$ cat src/rtl/uart_tx_arbiter.sv
// uart_tx_arbiter
//   Round-robin arbiter/sequencer sharing one UART transmitter between NREQ
//   byte producers. It latches one byte per grant, pulses Tx_WR, follows
//   Tx_BUSY through the frame, and then pulses done to the owner. It also
//   owns the transmitter baud_select; writes made mid-frame are held until
//   the next return to IDLE.
//
// Optional build macro: UART_TX_ARB_TIMEOUT_EN
//   Adds a WAIT_START watchdog. If Tx_BUSY does not rise within
//   TIMEOUT_CYCLES cycles of the Tx_WR cycle, timeout_err pulses and the
//   arbiter returns to IDLE without a done pulse. Without the macro,
//   timeout_err is tied low.
//
// Ports:
//   clk, reset             rising-edge clock, async active-high reset
//   req[NREQ]              requests, held with data stable until grant
//   req_data[8*NREQ]       packed bytes, requester i at [8i+7:8i]
//   grant[NREQ]            one-cycle pulse: byte latched
//   done[NREQ]             one-cycle pulse: owner's frame finished
//   cfg_baud, cfg_wr       baud selection write
//   Tx_DATA, Tx_WR, Tx_EN  transmitter data, write strobe and enable
//   baud_select            transmitter baud selection
//   Tx_BUSY                transmitter busy flag
//   arb_busy               high whenever the state is not IDLE
//   timeout_err            one-cycle pulse on watchdog abort
module uart_tx_arbiter #(
    parameter int unsigned NREQ           = 4,
    parameter logic [2:0]  BAUD_DEFAULT   = 3'b000,
    parameter int unsigned TIMEOUT_CYCLES = 1024
) (
    input  logic              clk,
    input  logic              reset,
    input  logic [NREQ-1:0]   req,
    input  logic [8*NREQ-1:0] req_data,
    output logic [NREQ-1:0]   grant,
    output logic [NREQ-1:0]   done,
    input  logic [2:0]        cfg_baud,
    input  logic              cfg_wr,
    output logic [7:0]        Tx_DATA,
    output logic              Tx_WR,
    output logic              Tx_EN,
    output logic [2:0]        baud_select,
    input  logic              Tx_BUSY,
    output logic              arb_busy,
    output logic              timeout_err
);

    localparam int unsigned PW = (NREQ > 1) ? $clog2(NREQ) : 1;

    typedef enum logic [1:0] {IDLE, ISSUE, WAIT_START, WAIT_END} state_t;

    state_t          state_q, state_d;
    logic [PW-1:0]   ptr_q, ptr_d, owner_q, owner_d;
    logic [NREQ-1:0] grant_q, grant_d, done_q, done_d;
    logic [7:0]      data_q, data_d;
    logic            wr_q, wr_d;
    logic            en_q;
    logic [2:0]      baud_q, baud_d, pend_baud_q, pend_baud_d;
    logic            pend_q, pend_d;
    logic            busy_q;
    logic            terr_q, terr_d;
    logic            enter_idle;

    logic [PW-1:0]   sel, cand, next_ptr;
    logic            sel_vld;
    int unsigned     idx;

    // First asserted request scanning ptr, ptr+1, ... modulo NREQ.
    always_comb begin
        sel     = '0;
        sel_vld = 1'b0;
        idx     = 0;
        cand    = '0;
        for (int unsigned i = 0; i < NREQ; i++) begin
            idx = 32'(ptr_q) + i;
            if (idx >= NREQ) idx = idx - NREQ;
            cand = idx[PW-1:0];
            if (!sel_vld && req[cand]) begin
                sel_vld = 1'b1;
                sel     = cand;
            end
        end
    end

    assign next_ptr = (owner_q == PW'(NREQ - 1)) ? '0 : owner_q + 1'b1;

`ifdef UART_TX_ARB_TIMEOUT_EN
    localparam int unsigned CW = (TIMEOUT_CYCLES > 1) ? $clog2(TIMEOUT_CYCLES) : 1;
    logic [CW-1:0] cnt_q, cnt_d;
`endif

    always_comb begin
        state_d     = state_q;
        ptr_d       = ptr_q;
        owner_d     = owner_q;
        grant_d     = '0;
        done_d      = '0;
        data_d      = data_q;
        wr_d        = 1'b0;
        baud_d      = baud_q;
        pend_d      = pend_q;
        pend_baud_d = pend_baud_q;
        terr_d      = 1'b0;
        enter_idle  = 1'b0;
`ifdef UART_TX_ARB_TIMEOUT_EN
        cnt_d       = cnt_q;
`endif
        // Outside IDLE a write is parked; the last one wins.
        if (cfg_wr) begin
            pend_d      = 1'b1;
            pend_baud_d = cfg_baud;
        end

        unique case (state_q)
            IDLE: begin
                pend_d = 1'b0;
                if (cfg_wr) baud_d = cfg_baud;
                if (sel_vld) begin
                    data_d       = req_data[{sel, 3'b000} +: 8];
                    owner_d      = sel;
                    grant_d[sel] = 1'b1;
                    state_d      = ISSUE;
                end
            end
            ISSUE: begin
                wr_d    = 1'b1;
                state_d = WAIT_START;
`ifdef UART_TX_ARB_TIMEOUT_EN
                cnt_d   = '0;
`endif
            end
            WAIT_START: begin
                if (Tx_BUSY) begin
                    state_d = WAIT_END;
                end
`ifdef UART_TX_ARB_TIMEOUT_EN
                else if (cnt_q == CW'(TIMEOUT_CYCLES - 1)) begin
                    terr_d     = 1'b1;
                    ptr_d      = next_ptr;
                    state_d    = IDLE;
                    enter_idle = 1'b1;
                end else begin
                    cnt_d = cnt_q + 1'b1;
                end
`endif
            end
            WAIT_END: begin
                if (!Tx_BUSY) begin
                    done_d[owner_q] = 1'b1;
                    ptr_d           = next_ptr;
                    state_d         = IDLE;
                    enter_idle      = 1'b1;
                end
            end
            default: state_d = IDLE;
        endcase

        // A write on the very edge that enters IDLE is newer than anything parked.
        if (enter_idle) begin
            if (cfg_wr)      baud_d = cfg_baud;
            else if (pend_q) baud_d = pend_baud_q;
            pend_d = 1'b0;
        end
    end

    always_ff @(posedge clk or posedge reset) begin
        if (reset) begin
            state_q     <= IDLE;
            ptr_q       <= '0;
            owner_q     <= '0;
            grant_q     <= '0;
            done_q      <= '0;
            data_q      <= '0;
            wr_q        <= 1'b0;
            en_q        <= 1'b0;
            baud_q      <= BAUD_DEFAULT;
            pend_baud_q <= '0;
            pend_q      <= 1'b0;
            busy_q      <= 1'b0;
            terr_q      <= 1'b0;
        end else begin
            state_q     <= state_d;
            ptr_q       <= ptr_d;
            owner_q     <= owner_d;
            grant_q     <= grant_d;
            done_q      <= done_d;
            data_q      <= data_d;
            wr_q        <= wr_d;
            en_q        <= 1'b1;
            baud_q      <= baud_d;
            pend_baud_q <= pend_baud_d;
            pend_q      <= pend_d;
            busy_q      <= (state_d != IDLE);
            terr_q      <= terr_d;
        end
    end

`ifdef UART_TX_ARB_TIMEOUT_EN
    always_ff @(posedge clk or posedge reset) begin
        if (reset) cnt_q <= '0;
        else       cnt_q <= cnt_d;
    end
`endif

    assign grant       = grant_q;
    assign done        = done_q;
    assign Tx_DATA     = data_q;
    assign Tx_WR       = wr_q;
    assign Tx_EN       = en_q;
    assign baud_select = baud_q;
    assign arb_busy    = busy_q;
    assign timeout_err = terr_q;

endmodule

$ cat config.mk
export PLATFORM = sky130hd
export DESIGN_NAME = uart_tx_arbiter
export DESIGN_NICKNAME = d
export VERILOG_FILES = /design/src/rtl/uart_tx_arbiter.sv
export SDC_FILE = /design/constraint.sdc
export NUM_CORES = 1
export LEC_CHECK = 0
export ABC_AREA = 1
export CORE_MARGIN = 1.5
export CORE_UTILIZATION = 49
export DETAILED_ROUTE_END_ITERATION = 12
export PLACE_DENSITY = 0.85
export SYNTH_ARGS = -nofsm -noshare
export SYNTH_HDL_FRONTEND = slang
export SYNTH_SLANG_ARGS = --single-unit
export TNS_END_PERCENT = 100
$ cat constraint.sdc
create_clock -name clk -period 3.6 [get_ports clk]
set_clock_uncertainty 0.1 [all_clocks]
set_input_delay 1.08 -clock clk [delete_from_list [all_inputs] [get_ports clk]]
set_output_delay 1.08 -clock clk [all_outputs]
set_load 0.05 [all_outputs]
==> results.cfg, run 1 <==
[setup_path]
ff2ff_setup_slack_ns = 1.26
critPathKind = in2reg
arrival_ns = 2.95
critPathMaxFanout = 20
rr_worst_depth = 15
cp_data_required_time_ns = 3.72
worstSetupStartpointType = input port
cp-end-kind = register
endpoint = Tx_DATA[0]
startpoint = req[1]
timing.rr.end = Tx_DATA[0]
worstReg2RegStart = ptr_q[0]

[floorplanning]
rows = 22
die_area_sq_mm = 0.00439
core-area_sq_mm = 0.00374
ioPinCount = 66
initial_core_util_pct = 52.3
die_y_um = 66.2
die_w_um = 66.2

[global_route]
grt_max_degree = 33
globalRoute.totalOverflow = 0
grt_usage_pct = 21.2
antenna_found_initial = 0
grt_pass1_vias = 1706
grt_pass1_wl_um = 7180

[cells_and_area]
drive_gt1_share_pct = 13.9
area_growth_pct = 36.7
diodes = 0
multi_input_area_sq_um = 978
num-fill-cells = 314
seqCellArea_sq_um = 801
fin_nets = 379

[synth]
synth_fa_ha_area_share_pct = 2.55
synthMuxAreaShare_pct = 0
syn-num-nets = 314
synth_xor_area_share_pct = 0
yosys_warnings = 0
ys_types = 27
syn_area_per_cell_sq_um = 7.34
yosys.area_share.simple_pct = 42.7
syn_inst = 267
synth-compound-area-share_pct = 4.34
synth_top_family_by_area = simple AND/OR/NAND/NOR gates
ys_ff_latch = 32
ys_seq_area_share_pct = 40.9
netlist_area_sq_mm = 0.00196

[sta]
slew_viol_final = 0
max_slew.worst_pin.slew_ns = 0.508
hold_viol_final = 0
setup-violations-final = 0
max_freq_mhz = 353
fin_crit_ns = 2.83
max_slew_margin_pct = 66.0
post-route-period-util_pct = 78.7
grt_setup_unrepaired = no
fin_tns_setup_ns = 0
fin_ws_ns = 0.766

[drt]
vias = 1847
drt_wl_total_um = 4060
drtAntennaViolNets = 0
drcViolationCount = 0
routedWlPerCell_um = 10.7
via_per_inst = 4.86
initialDrtViolationCount = 104
dr.pass1.iters = 4

[clock_network]
clock_latency_ns = 0.27
cts_sinks = 32
tritoncts = built
numCtsBuffers = 5
h-tree-depth = 2
cts_hold_buf = 0
ctsLongestPathBuffers = 2
postCtsSetupBuffers = 0
cts_resized = 0
path_clk_slew_ns = 0.06
root_buffer = clkbuf_8

[worst_hold_path]
hp-class = reg2reg
hold_path_depth = 1

[job]
maxCapViolCount = 0

[placement]
portBuffers = 64
post-place-ws_ns = 0.463
place.gp.congestion = 0.852
dp_hpwl_um = 3200

[status]
status = completed

[pwr]
vdd_ir_drop_max_uv = 508
p_per_area_mw_per_mm2 = 952
p_leak_nw = 1.38
worst max-delay path, cell delays in order:
cell             delay (ns)
clkdlybuf4s50_1        0.47
inv_1                  0.06
nand2_1                0.06
nand2_1                0.09
nand2_2                0.08
nand2_2                0.05
a21oi_2                0.12
nand2_2                0.21
nand2_4                0.32
nand2_1                0.09
nand2_1                0.07
nand2_1                0.05
nand2_1                0.07
nand2_1                0.04
nand2_1                0.06
power by group:
| group | switching [W] | internal [W] | leakage (nW) | total (W) |
|---|---|---|---|---|
| clock network | 0.000117 | 0.000131 | 0.0410 | 0.000248 |
| registers | 0.0000901 | 0.000486 | 0.404 | 0.000576 |
| logic | 0.00116 | 0.000566 | 0.930 | 0.00173 |
cells in the mapped netlist:
| library cell | number | area [sq um] |
|---|---|---|
| o21ai_1 | 1 | 5.00 |
| a21oi_2 | 1 | 8.76 |
| buf_4 | 3 | 22.5 |
| nor2_1 | 14 | 52.6 |
| nor3_1 | 5 | 25.0 |
| nand3b_1 | 1 | 7.51 |
| nand2_1 | 105 | 394 |
| o21ai_2 | 1 | 8.76 |
| dfrtp_1 | 32 | 801 |
| buf_6 | 3 | 33.8 |
| nor2_2 | 2 | 12.5 |
| nand3_2 | 3 | 30.0 |
| buf_8 | 1 | 15.0 |
| clkbuf_1 | 1 | 3.75 |
| o31ai_1 | 1 | 7.51 |
| inv_1 | 22 | 82.6 |
| nor2_4 | 2 | 22.5 |
| ha_1 | 4 | 50.1 |
| o21ai_0 | 7 | 35.0 |
| clkinv_1 | 1 | 3.75 |
| nand2_4 | 5 | 56.3 |
| inv_2 | 3 | 11.3 |
| nand2_2 | 20 | 125 |
| clkbuf_4 | 1 | 7.51 |
| a21oi_1 | 4 | 20.0 |
| conb_1 | 2 | 7.51 |
| nand3_1 | 22 | 110 |
through the flow:
step	instance area [sq um]	power (W)	instances	util [%]	hold slack [ns]
final	2680	0.00255	380	71.5	0.371
after global routing	2680	0.00279	380	71.5	0.389
after CTS	2680	0.00258	380	71.5	0.372
after detailed placement	2600	0.00232	373	69.5	0.360
after global placement	2600	0.00228	373	69.5	0.356
after floorplan	1960	0.00201	267	-	0.344
layout make-up:
class | instances | share of cell area [%]
tap | 48 | 2.24
multi-input combinational | 200 | 36.5
sequential | 32 | 29.9
clock inverter | 1 | 0.187
inverter | 26 | 3.64
timing repair buffer | 67 | 24.8
clock buffer | 6 | 2.71
logic make-up after synthesis:
group | after synthesis
other cells | 2
buf+inv | 35
simple gates | 179
fa+ha+maj | 4
compound gates | 15
flops | 32
layout by cell type (no fill, tap or decap):
master	n
clkinv_1	1
inv_2	3
clkbuf_1	1
o21ai_0	7
nor2_1	14
nand3b_1	1
clkdlybuf4s50_1	64
nor2_2	2
nand3_1	22
clkbuf_8	5
nor2_4	2
conb_1	2
nand2_2	20
nand2_1	105
nor3_1	5
dfrtp_1	32
a21oi_2	1
nand3_2	3
clkinv_2	1
ha_1	4
o21ai_1	1
buf_4	3
o21ai_2	1
o31ai_1	1
inv_1	22
nand2_4	5
a21oi_1	4
flip-flops by register name, summed over array words and instances, names as in the netlist:
name and count:
Tx_WR 1, pend_baud_q 3, ptr_q 2, pend_q 1, arb_busy 1, grant 4
done 4, owner_q 2, Tx_EN 1, Tx_DATA 8, baud_select 3, state_q 2
worst min path at each step:
stage                     startpoint    end  slack [ns]
after detailed placement  state_q[1]  Tx_WR        0.36
after floorplan           state_q[1]  Tx_WR        0.34
after global routing      state_q[1]  Tx_WR        0.39
after global placement    state_q[1]  Tx_WR        0.36
after CTS                 state_q[1]  Tx_WR        0.37
final                     state_q[1]  Tx_WR        0.37
routing by layer:
metal	share of wire (%)	track usage [%]	vias to the layer above
met2	47	35.3	75
li1	-	-	946
met4	0.89	4.59	0
met3	7.5	5.45	6
met1	44	27.9	820
met5	0	0	-
Note: power is estimated with default switching activity, not from simulation.
==> run 2, diff against run 1 <==
--- a/config.mk
+++ b/config.mk
@@ -7,9 +7,9 @@
 export LEC_CHECK = 0
 export ABC_AREA = 1
 export CORE_MARGIN = 1.5
-export CORE_UTILIZATION = 49
+export CORE_UTILIZATION = 46
 export DETAILED_ROUTE_END_ITERATION = 12
-export PLACE_DENSITY = 0.85
+export PLACE_DENSITY = 0.81
 export SYNTH_ARGS = -nofsm -noshare
 export SYNTH_HDL_FRONTEND = slang
 export SYNTH_SLANG_ARGS = --single-unit
==> constraint.sdc (replaced) <==
create_clock -name clk -period 2.75 [get_ports clk]
set_clock_uncertainty 0.1 [all_clocks]
set_input_delay 0.825 -clock clk [delete_from_list [all_inputs] [get_ports clk]]
set_output_delay 0.825 -clock clk [all_outputs]
set_load 0.05 [all_outputs]
==> results.cfg, run 2 (synthesized netlist as in run 1, its figures left out) <==
[global_route]
grt_pass1_wl_um = 6960
grt_usage_pct = 19.8
globalRoute.totalOverflow = 0
grt_max_degree = 33
grt_pass1_vias = 1688
antenna_found_initial = 0

[floorplanning]
ioPinCount = 66
die_w_um = 68.3
die_area_sq_mm = 0.00466
initial_core_util_pct = 48.3
rows = 23
die_y_um = 68.3
core-area_sq_mm = 0.00406

[cells_and_area]
final_common_cell = nand2_1
diodes = 0
area_growth_pct = 39.5
num-fill-cells = 341
layout.cells.non_filler = 386
layout_common_cells = nand2_1 (105), clkdlybuf4s50_1 (64), dfrtp_1 (32)
largest_register_ffs = 8
design_area_sq_mm = 0.00273
fin_nets = 382
drive_gt1_share_pct = 14.9

[setup_path]
cp-end-kind = register
worstSetupStartpointType = input port
arrival_ns = 2.54
cp_cell_sequence = clkdlybuf4s50_1 > inv_1 > nand2_1 > nand2_1 > nand2_2 > nand2_2 > nor2_1 > nor2_2 > nand2_4 > nand2_4 > nand2_1 > nand2_1 > nand2_1 > nand2_1 > nand2_1 > nand2_1
critPathMaxFanout = 20
cpPeakStageDelay_ns = 0.47
cp_common_cell = nand2_1
slowest_stage = clkdlybuf4s50_1
path_delay_family = simple AND/OR/NAND/NOR gates
cp_data_required_time_ns = 2.82
path_buf_inv = 2
critPathKind = in2reg

[drt]
initialDrtViolationCount = 159
via_per_inst = 4.81
vias = 1857
routedWlPerCell_um = 10.7
drcViolationCount = 0
drtAntennaViolNets = 0
drt_wl_total_um = 4140
dr.pass1.iters = 4

[clock_network]
cts_resized = 0
path_clk_slew_ns = 0.06
tritoncts = built
h-tree-depth = 2
postCtsSetupBuffers = 0
root_buffer = clkbuf_8
clock_latency_ns = 0.28
ctsLongestPathBuffers = 2
numCtsBuffers = 5
cts_hold_buf = 0
cts_sinks = 32

[placement]
dp_cells = 378
portBuffers = 64
place_area_sq_mm = 0.00263
place.gp.congestion = 0.812
dp_hpwl_um = 3250

[pwr]
p_sw_w = 0.00181
p_int_w = 0.00168
p_total_w = 0.00349
pwr-share-comb_pct = 65.9
power.share.clock_pct = 12.4
p_leak_nw = 1.40
seq_power_share_pct = 21.8
p_per_area_mw_per_mm2 = 1280
sw_frac_of_total_pct = 51.8
vdd_ir_drop_max_uv = 648

[sta]
slew_viol_final = 0
max_freq_mhz = 406
hold_viol_final = 0
grt_setup_unrepaired = no
max_slew_margin_pct = 66.0
setup-violations-final = 0
post-route-period-util_pct = 89.6
fin_crit_ns = 2.46
max_slew.worst_pin.slew_ns = 0.508

[worst_hold_path]
hp-class = reg2reg

[job]
maxCapViolCount = 0

[status]
status = completed
==> run 2: cell types whose count changed in the layout (fill, tap and decap cells not counted), sizes merged <==
cell | previous run | this run
bufinv | 0 | 1
buf | 3 | 6
==> run 2: final timing paths <==
| check | startpoint | endpoint | slack (ns) | cells past startpoint |
|---|---|---|---|---|
| setup / recovery | req[1] | Tx_DATA[4] | 0.29 | 16 |
| hold / removal | Tx_DATA[4] | Tx_DATA[4] | 0.38 | 2 |
| setup reg to reg | ptr_q[0] | Tx_DATA[4] | 0.51 | 15 |
| hold reg to reg | Tx_DATA[4] | Tx_DATA[4] | 0.38 | 2 |
| max in group asynchronous | reset | grant[1] | 1.44 | 3 |
| min in group asynchronous | reset | Tx_EN | 0.82 | 3 |
==> run 2: routing by layer <==
metal,track usage [%],part of all wire (%)
met4,7.50,0.87
met5,0,0
met3,4.44,6.7
met1,22.4,42
met2,35.8,51
==> run 2: stage by stage <==
| step | setup slack (ns) | utilization, % | hold WS [ns] | TNS [ns] |
|---|---|---|---|---|
| CTS | 0.298 | 67.3 | 0.381 | 0 |
| floorplan | 0.648 | - | 0.344 | 0 |
| finish | 0.286 | 67.3 | 0.381 | 0 |
| detailed placement | -0.00687 | 64.7 | 0.369 | -0.0100 |
| global placement | 0.0235 | 64.7 | 0.361 | 0 |
| global route | 0.0727 | 67.3 | 0.404 | 0 |
==> run 2: area by class of cell <==
type	count	area (sq um)	share of cell area (%)
clock buffer	6	72.6	2.66
clock inverter	2	35.0	1.28
inverter	26	97.6	3.57
multi-input combinational	200	978	35.8
sequential	32	801	29.3
tap	50	62.6	2.29
timing repair buffer	70	686	25.1
==> run 2: power groups by stage <==
stage	Combinational [W]	Sequential [W]	Clock, W
2_1_floorplan	0.00152	0.00111	0
3_3_place_gp	0.00227	0.000762	0
3_5_place_dp	0.00230	0.000765	0
4_1_cts	0.00231	0.000759	0.000443
5_1_grt	0.00257	0.000780	0.000458
6_report	0.00230	0.000759	0.000432
==> run 2: worst min-delay path, delay by kind of cell, from the launching register on <==
kind             cells  cell delay, ns
AND/OR/NAND/NOR      2            0.11
flip-flops           1            0.34
